<file path="src/rtl/wb_arb_pkg.sv">
// Shared types, default widths and helpers for the round-robin Wishbone arbiter.
package wb_arb_pkg;

    typedef enum logic [0:0] {
        IDLE  = 1'b0,
        GRANT = 1'b1
    } arb_state_e;

    localparam int unsigned DEF_NUM_MANAGERS = 6;
    localparam int unsigned DEF_ADDR_W       = 32;
    localparam int unsigned DEF_DATA_W       = 32;
    localparam int unsigned DEF_TIMEOUT_CYC  = 256;

    // Bits needed to index n items; never less than one bit.
    function automatic int unsigned idx_w(input int unsigned n);
        return (n < 2) ? 1 : $clog2(n);
    endfunction

endpackage

</file>
<file path="src/rtl/rr_priority_picker.sv">
// Combinational round-robin picker: first set request at or after i_ptr, wrapping to 0.
module rr_priority_picker
    import wb_arb_pkg::*;
#(
    parameter int unsigned N = DEF_NUM_MANAGERS,
    localparam int unsigned PTR_W = idx_w(N)
) (
    input  logic [N-1:0]     i_req,
    input  logic [PTR_W-1:0] i_ptr,
    output logic [N-1:0]     o_gnt,
    output logic             o_valid
);

    logic [PTR_W-1:0] w_idx;

    // Walk the request vector starting at the pointer and keep the first hit.
    always_comb begin
        o_gnt   = '0;
        o_valid = 1'b0;
        w_idx   = '0;
        for (int unsigned k = 0; k < N; k++) begin
            w_idx = PTR_W'((32'(i_ptr) + k) % N);
            if (!o_valid && i_req[w_idx]) begin
                o_gnt[w_idx] = 1'b1;
                o_valid      = 1'b1;
            end
        end
    end

endmodule

</file>
<file path="src/rtl/wishbone_rr_arbiter.sv">
// N-manager to 1-subordinate Wishbone classic arbiter with registered round-robin grants.
// Ownership lasts for the owner's whole CYC window; one IDLE cycle separates owners.
// Optional build macro WB_ARB_TIMEOUT_EN adds a no-ACK watchdog that error-terminates the owner.
module wishbone_rr_arbiter
    import wb_arb_pkg::*;
#(
    parameter int unsigned NUM_MANAGERS = DEF_NUM_MANAGERS,
    parameter int unsigned ADDR_W       = DEF_ADDR_W,
    parameter int unsigned DATA_W       = DEF_DATA_W,
    parameter int unsigned TIMEOUT_CYC  = DEF_TIMEOUT_CYC,
    localparam int unsigned SEL_W       = DATA_W / 8
) (
    input  logic                                 CLK,
    input  logic                                 nRST,
    input  logic [NUM_MANAGERS-1:0][ADDR_W-1:0]  A_ADR_I,
    input  logic [NUM_MANAGERS-1:0][DATA_W-1:0]  A_DAT_I,
    input  logic [NUM_MANAGERS-1:0][SEL_W-1:0]   A_SEL_I,
    input  logic [NUM_MANAGERS-1:0]              A_WE_I,
    input  logic [NUM_MANAGERS-1:0]              A_STB_I,
    input  logic [NUM_MANAGERS-1:0]              A_CYC_I,
    output logic [NUM_MANAGERS-1:0][DATA_W-1:0]  A_DAT_O,
    output logic [NUM_MANAGERS-1:0]              A_ACK_O,
    output logic [NUM_MANAGERS-1:0]              A_ERR_O,
    input  logic [DATA_W-1:0]                    DAT_I,
    input  logic                                 ACK_I,
    output logic [ADDR_W-1:0]                    ADR_O,
    output logic [DATA_W-1:0]                    DAT_O,
    output logic [SEL_W-1:0]                     SEL_O,
    output logic                                 WE_O,
    output logic                                 STB_O,
    output logic                                 CYC_O,
    output logic [NUM_MANAGERS-1:0]              GNT_O
);

    localparam int unsigned IW = idx_w(NUM_MANAGERS);

    arb_state_e              r_state, w_state_nxt;
    logic [NUM_MANAGERS-1:0] r_gnt, w_gnt_nxt;
    logic [IW-1:0]           r_owner, w_owner_nxt;
    logic [IW-1:0]           r_rr_ptr, w_rr_ptr_nxt;

    logic [NUM_MANAGERS-1:0] w_pick_gnt;
    logic                    w_pick_valid;
    logic [IW-1:0]           w_pick_idx;

    logic                    w_own_cyc;
    logic                    w_own_stb;
    logic                    w_ack_fwd;
    logic                    w_timeout;

    rr_priority_picker #(
        .N (NUM_MANAGERS)
    ) u_picker (
        .i_req   (A_CYC_I),
        .i_ptr   (r_rr_ptr),
        .o_gnt   (w_pick_gnt),
        .o_valid (w_pick_valid)
    );

    // Encode the picker's one-hot winner into an owner index.
    always_comb begin
        w_pick_idx = '0;
        for (int unsigned i = 0; i < NUM_MANAGERS; i++) begin
            if (w_pick_gnt[i]) begin
                w_pick_idx = IW'(i);
            end
        end
    end

    assign w_own_cyc = (r_state == GRANT) & A_CYC_I[r_owner];
    assign w_own_stb = (r_state == GRANT) & A_STB_I[r_owner];
    assign w_ack_fwd = w_own_stb & ACK_I;

`ifdef WB_ARB_TIMEOUT_EN
    localparam int unsigned TMO_W = idx_w(TIMEOUT_CYC) + 1;

    logic [TMO_W-1:0] r_tmo_cnt;

    // An ACK in the final cycle wins over the timeout.
    assign w_timeout = w_own_cyc & w_own_stb & ~ACK_I
                     & (r_tmo_cnt == TMO_W'(TIMEOUT_CYC - 1));

    // Count strobed GRANT cycles since grant entry or the last forwarded ACK.
    always_ff @(posedge CLK or negedge nRST) begin
        if (!nRST) begin
            r_tmo_cnt <= '0;
        end else if (r_state == IDLE) begin
            r_tmo_cnt <= '0;
        end else if (w_ack_fwd) begin
            r_tmo_cnt <= '0;
        end else if (w_own_stb) begin
            r_tmo_cnt <= r_tmo_cnt + TMO_W'(1);
        end
    end
`else
    logic w_unused_tmo;

    assign w_timeout    = 1'b0;
    assign w_unused_tmo = ^32'(TIMEOUT_CYC);
`endif

    // Next-state: grant the picker's winner from IDLE, release on CYC drop or timeout.
    always_comb begin
        w_state_nxt  = r_state;
        w_gnt_nxt    = r_gnt;
        w_owner_nxt  = r_owner;
        w_rr_ptr_nxt = r_rr_ptr;
        case (r_state)
            IDLE: begin
                if (w_pick_valid) begin
                    w_state_nxt = GRANT;
                    w_gnt_nxt   = w_pick_gnt;
                    w_owner_nxt = w_pick_idx;
                end
            end
            GRANT: begin
                if (!A_CYC_I[r_owner] || w_timeout) begin
                    w_state_nxt  = IDLE;
                    w_gnt_nxt    = '0;
                    w_rr_ptr_nxt = (r_owner == IW'(NUM_MANAGERS - 1)) ? '0 : r_owner + IW'(1);
                end
            end
            default: begin
                w_state_nxt = IDLE;
                w_gnt_nxt   = '0;
            end
        endcase
    end

    // State, grant, owner and round-robin pointer registers.
    always_ff @(posedge CLK or negedge nRST) begin
        if (!nRST) begin
            r_state  <= IDLE;
            r_gnt    <= '0;
            r_owner  <= '0;
            r_rr_ptr <= '0;
        end else begin
            r_state  <= w_state_nxt;
            r_gnt    <= w_gnt_nxt;
            r_owner  <= w_owner_nxt;
            r_rr_ptr <= w_rr_ptr_nxt;
        end
    end

    assign GNT_O = r_gnt;

    // Owner pass-through to the subordinate and response routing back to the owner only.
    always_comb begin
        ADR_O   = '0;
        DAT_O   = '0;
        SEL_O   = '0;
        WE_O    = 1'b0;
        STB_O   = 1'b0;
        CYC_O   = 1'b0;
        A_DAT_O = '0;
        A_ACK_O = '0;
        A_ERR_O = '0;
        if (r_state == GRANT) begin
            ADR_O            = A_ADR_I[r_owner];
            DAT_O            = A_DAT_I[r_owner];
            SEL_O            = A_SEL_I[r_owner];
            WE_O             = A_WE_I[r_owner];
            STB_O            = w_own_stb;
            CYC_O            = w_own_cyc & ~w_timeout;
            A_DAT_O[r_owner] = DAT_I;
            A_ACK_O[r_owner] = w_ack_fwd;
            A_ERR_O[r_owner] = w_timeout;
        end
    end

endmodule

</file>
<file path="config.mk">
export PLATFORM = sky130hd
export DESIGN_NAME = wishbone_rr_arbiter
export DESIGN_NICKNAME = d
export VERILOG_FILES = /design/src/rtl/wb_arb_pkg.sv /design/src/rtl/rr_priority_picker.sv /design/src/rtl/wishbone_rr_arbiter.sv
export SDC_FILE = /design/constraint.sdc
export NUM_CORES = 1
export LEC_CHECK = 0
export CAP_MARGIN = 20
export CORE_AREA = 2 2 286 288
export CTS_BUF_LIST = sky130_fd_sc_hd__clkbuf_16
export DETAILED_ROUTE_END_ITERATION = 6
export DIE_AREA = 0 0 288 290
export PLACE_DENSITY = 0.42
export SYNTH_ARGS = -nofsm -noshare
export SYNTH_HDL_FRONTEND = slang
export SYNTH_HIERARCHICAL = 1
export SYNTH_SLANG_ARGS = --single-unit
</file>
<file path="constraint.sdc">
create_clock -name CLK -period 4.25 [get_ports CLK]
set_clock_uncertainty 0.2 [all_clocks]
set_input_delay 0.85 -clock CLK [delete_from_list [all_inputs] [get_ports CLK]]
set_output_delay 0.85 -clock CLK [all_outputs]
set_load 0.02 [all_outputs]
</file>
Yosys cells after proc, flatten, opt, wreduce, memory -nomap -nowiden:

Index checks and enable logic that the tools add are counted.

* flip-flop bits (word level): 13
* latch bits: 0
* RAM bits: 0
* ROM bits: 0
* bits of input ports: 461
* output and inout port bits: 281
* word-level logic and storage cells: 137
* memories kept: 0

* add/sub/neg operators: 6
* multiply operators: 0
* divide/modulo/power cells: 6
* order comparisons: 14
* eq/ne operators: 3
* shift operators: 0
* multiplexer cells: 72
* bitwise logic cells: 12
* reduce and logical (&&, ||, !) cells: 20

Operator list (count)
* $and A192 B192 Y192: 1
* $bmux W32 S3: 2
* $mux W192: 1
* $mod A32 B3 Y32 const B: 5
* $mux W32: 5
* $demux W32 S3: 1
* $mux W6: 9
* $mod A3 B3 Y32 const B: 1
* $or A6 B6 Y6: 5
* $lt A3 B4 Y1 const B: 7
* $mux W1: 28
* $bmux W1 S3: 9
* $demux W1 S3: 7
* $ge A3 B1 Y1 const B: 7
* $bmux W4 S3: 1
* $logic_and A1 B1 Y1: 12
* $pmux W6 S2: 1
* $mux W3: 3
* $add A3 B2 Y4 const B: 2
* $add A3 B3 Y4 const B: 2
* $mux W4: 2
* $and A6 B6 Y6: 1
* $reduce_and A2 Y1: 3
* $logic_not A1 Y1: 5
* other kinds (9): 13

Depth between registers and ports, before layout:

* depth in word-level cells: 24
* gate-level depth with buffers: 18
* depth with buffers taken out: 16

Cells and area by module:

Netlist, hierarchy kept.

Modules (own cells, without submodules)
* wishbone_rr_arbiter: times used 1, cells each 726, area each 5292.6 µm², sequential area each 325.3 µm²
* rr_priority_picker: times used 1, cells each 166, area each 1187.4 µm², sequential area each 0.0 µm²

Worst setup path after synthesis:

Ideal clock, no wire load.

* kind: register to register
* start: reg r_rr_ptr[0]
* end: reg r_owner[0]
* setup time: 0.125 ns
* arrival time: 3.547 ns
* data required time: 3.925 ns
* path slack: 0.378 ns
* stages on the path, launching flop included: 19
* buffers on the path: 3
* clock period less this slack: 3.872 ns
* path through: dfrtp_1 buf_6 buf_6 inv_1 ha_1 xnor2_2 buf_2 ha_1 nor2b_1 a211oi_2 o21ba_2 a2bb2oi_4 nor4_4 nand3_1 a22oi_1 inv_1 a21oi_1 o21bai_1 mux2_2

* elaborated cells on any way between the ends: 86
* those cells by class: add/sub (5); div (6); order compare (12); mux (41); bitwise (5); reduce/logical (17)

RTL lines
* start: declaration: line wishbone_rr_arbiter.sv:40 `logic [IW-1:0] r_rr_ptr, w_rr_ptr_nxt;`
* start signal: assignment: line wishbone_rr_arbiter.sv:141 `r_rr_ptr <= w_rr_ptr_nxt;`
* parallel branches: the longest is 18 deep, another holds $mod A32 B3 Y32
* $mux W6 *: line rr_priority_picker.sv:23 `if (!o_valid && i_req[w_idx]) begin`
* via w_pick_gnt[2]: line wishbone_rr_arbiter.sv:42 `logic [NUM_MANAGERS-1:0] w_pick_gnt;`
* $mux W2 * (2 in a row): line wishbone_rr_arbiter.sv:64 `if (w_pick_gnt[i]) begin`
* $mux W3 * (2 in a row): line wishbone_rr_arbiter.sv:64
* end signal: assignment: line wishbone_rr_arbiter.sv:140 `r_owner <= w_owner_nxt;`
* end: declaration: line wishbone_rr_arbiter.sv:39 `logic [IW-1:0] r_owner, w_owner_nxt;`

Mark *: on every way through the listed nets, which the timed path passes. The select of a mux whose other input is x is not followed.
A chain may end at the register's enable or synchronous reset.

Worst setup path in the final report:

* start: in A_DAT_I[99] (netlist name)
* end: out DAT_O[3]

* word-level cells in the longest chain between the ends: 3

RTL lines
* start: declaration: line wishbone_rr_arbiter.sv:16 `input logic [NUM_MANAGERS-1:0][DATA_W-1:0] A_DAT_I,`
* $bmux W32 S3: line wishbone_rr_arbiter.sv:160 `DAT_O = A_DAT_I[r_owner];`
* $mux W32 (implied by the code): line wishbone_rr_arbiter.sv:160
* $mux W32: line wishbone_rr_arbiter.sv:158 `if (r_state == GRANT) begin`
* end: declaration: line wishbone_rr_arbiter.sv:27 `output logic [DATA_W-1:0] DAT_O,`

No other way between the ends. The select of a mux whose other input is x is not followed.

==> impl_metrics.ini <==
[critical_path]
crit_path_end = DAT_O[3]
path_cells = clkdlybuf4s50_1 -> mux4_2 -> nand2_1 -> o21ai_0 -> and2_1 -> clkdlybuf4s50_1
startpoint_type = input port
r2r_start = r_rr_ptr[0]$_DFFE_PN0P_
worst_r2r_path_depth = 13
r2r_end = r_owner[0]$_DFFE_PN0P_
crit_top_cell = clkdlybuf4s50_1
worstSetupEndpointType = primary output
regToRegSetupSlack_ps = 360
worstSetupPathDepth = 6
cp.required_ps = 3200
setup.worst_path.start = A_DAT_I[99]
arrival_ps = 3000
crit_fanout = 1
critical-path-top-delay-family = buffers and inverters
slowest_delay_ps = 530
criticalPathCategory = input port to primary output
crit_path_top_delay_cell = clkdlybuf4s50_1
cp_num_buf_inv = 2

[detailed_routing]
ant_nets = 0
routed_wl_mm = 55.3
top_layer_used = met5
vias = 9896
wl_met2_mm = 27.6
drc = 0
dr_wl_met3_mm = 4.54
wirelength_met1_mm = 22.5
drtIter0Drc = 466
vias_per_cell = 3.73
wl_per_cell_um = 20.9
dr.pass1.iters = 5

[synthesis]
synth_top_family_by_area = multiplexers
synth-seq-cells = 13
synth_top_area_share = 0.243
synth_area_leaders = mux4_2 24%, nor2_1 13%, mux2i_1 12%, nand2_1 7.1%, o21ai_0 6.5%
synth_xor_area_frac = 0.00656
yosysWarnings = 6
syn_area_um2 = 6480
synth-edff-count = 0
synthMuxAreaShare = 0.380
ys_async_sr_fraction = 1.00
synthAdderAreaFrac = 0.0210
ys_seq_area_frac = 0.0502
yosys.area_share.simple = 0.315
ys.flop_type = dfrtp_1
synthCells = 892
yosysTopAreaCell = mux4_2
synth-compound-area-share = 0.141
avgSynthCellArea_um2 = 7.26
yosysUniqueCellTypes = 69

[clocking]
cts_made_buffers = 3
postCtsHoldBufs = 0
cts_tree = built
post_cts_resized = 0
post_cts_buffers = 0
cts_root_buffer = clkbuf_16
clkSinkCount = 13
clkTransAtPathRegs_ps = 50
cts_buffer_depth = 2
clk_latency_ps = 250
htree_levels = 1

[die]
die_area_um2 = 83500
dieHeight_um = 290
coreArea_um2 = 80200
rows = 104
initial_core_util = 0.0808
io_pins = 742
chipWidth_um = 288

[grt]
antenna_found_initial = 13
track_usage = 0.123
grt_max_degree = 62
grt_pass1_vias = 10110
grt_pass1_wl_mm = 75.2
grt_overflow_total = 0

[layout]
area_growth_pct = 135
utilization = 0.190
drive_gt1_frac = 0.102
stdcell_area_um2 = 15200
layout_commonest_cell = clkdlybuf4s50_1
mostFrequentLayoutCells = 725 x clkdlybuf4s50_1, 217 x nor2_1, 123 x nand2_1
multiInputGateArea_um2 = 5650
regArea_um2 = 337
nets = 2064
final.fill_count = 8933

[power]
power_density_nw_per_um2 = 592
power_leakage_nw = 5.49
ir_worst_vdd_uv = 255
p_total_w = 0.00901

[timing]
finalSetupTns_ps = 0
fmax_mhz = 247
period_share = 0.952
period_needed_ps = 4050
grt_setup_unrepaired = no
setup_viol = 0
tightest_slew_ps = 884
slew_headroom = 0.410
drv_slew = 0
hold_viol_final = 0

[outcome]
status = finished, final reports clean

[place]
place.gp.congestion = 0.884
dpl_cell_area_um2 = 15100
io_buffer_count = 735
hpwl_mm = 47.3

[job]
max_cap_violations = 0

[hold_path]
hold_class = flop to flop
[cells in the mapped netlist (4+ instances only)]
library cell,instances
mux2i_1,78
and2_1,66
o21ai_0,84
a22oi_1,8
buf_1,10
o211ai_1,4
a21oi_1,19
buf_2,22
ha_1,10
nand2b_1,5
nor2b_1,7
clkbuf_1,32
buf_6,4
nor2_1,217
mux2_2,4
inv_1,12
buf_4,15
mux4_2,70
a31oi_1,5
nand2_1,123
dfrtp_1,13
nand3_1,11
[power breakdown]
group | total [W] | switching [W] | leakage [nW] | internal (W)
clock | 0.000182 | 0.0000563 | 0.0409 | 0.000125
sequential | 0.000345 | 0.000157 | 0.161 | 0.000188
combinational | 0.00849 | 0.00479 | 5.29 | 0.00370
total | 0.00901 | 0.00500 | 5.49 | 0.00401
[kinds of logic after synthesis]
logic type / Yosys count
buffers and inverters: 103
and+or+nand+nor: 456
xor gates and xnor gates: 4
DFF: 13
other: 1
adders and majority gates: 11
muxes: 156
AOI/OAI and AO/OA: 148
[worst register-to-register path: cells and delay by family, from the launching register on]
kind / cells / cell delay, ps
buffers and inverters: 3 / 520
adders and majority gates: 1 / 590
and+or+nand+nor: 2 / 440
AOI/OAI and AO/OA: 6 / 1420
muxes: 1 / 260
DFF: 1 / 340
[per-stage QoR]
| stage | instances | hold WS (ps) | setup slack [ps] |
|---|---|---|---|
| 2_1_floorplan | 897 | 343 | 378 |
| 3_3_place_gp | 2648 | 327 | 198 |
| 3_5_place_dp | 2648 | 331 | 215 |
| 4_1_cts | 2652 | 339 | 87.2 |
| 5_1_grt | 2652 | 362 | 1.32 |
| 6_report | 2654 | 331 | 205 |
[final cells by class]
type,instances,share of cell area
Clock inverter,1,0.000329
Multi-Input combinational cell,781,0.371
Antenna cell,2,0.000329
Timing Repair Buffer,781,0.511
Inverter,13,0.00329
Sequential cell,13,0.0221
Tap cell,1060,0.0871
Clock buffer,3,0.00493
[flip-flops by register name, indices dropped and copies added (netlist names)]
| register | cells |
|---|---|
| GNT_O | 6 |
| r_owner | 3 |
| r_rr_ptr | 3 |
| r_state | 1 |
[routing by layer]
layer | vias up | global-route usage
li1 | 4532 | -
met1 | 4722 | 0.149
met2 | 591 | 0.226
met3 | 39 | 0.0242
met4 | 12 | 0.0168
met5 | - | 0
[worst min path at each step]
stage,start,to,slack [ps],cells after the start
after floorplan,r_owner[2]$_DFFE_PN0P_,r_owner[2]$_DFFE_PN0P_,340,2
after global placement,GNT_O[5]$_DFFE_PN0P_,GNT_O[5]$_DFFE_PN0P_,330,2
after detailed placement,GNT_O[5]$_DFFE_PN0P_,GNT_O[5]$_DFFE_PN0P_,330,2
after CTS,GNT_O[4]$_DFFE_PN0P_,GNT_O[4]$_DFFE_PN0P_,340,2
after global routing,GNT_O[1]$_DFFE_PN0P_,GNT_O[1]$_DFFE_PN0P_,360,2
final,GNT_O[4]$_DFFE_PN0P_,GNT_O[4]$_DFFE_PN0P_,330,2
Power figures use the tool's default switching activity.
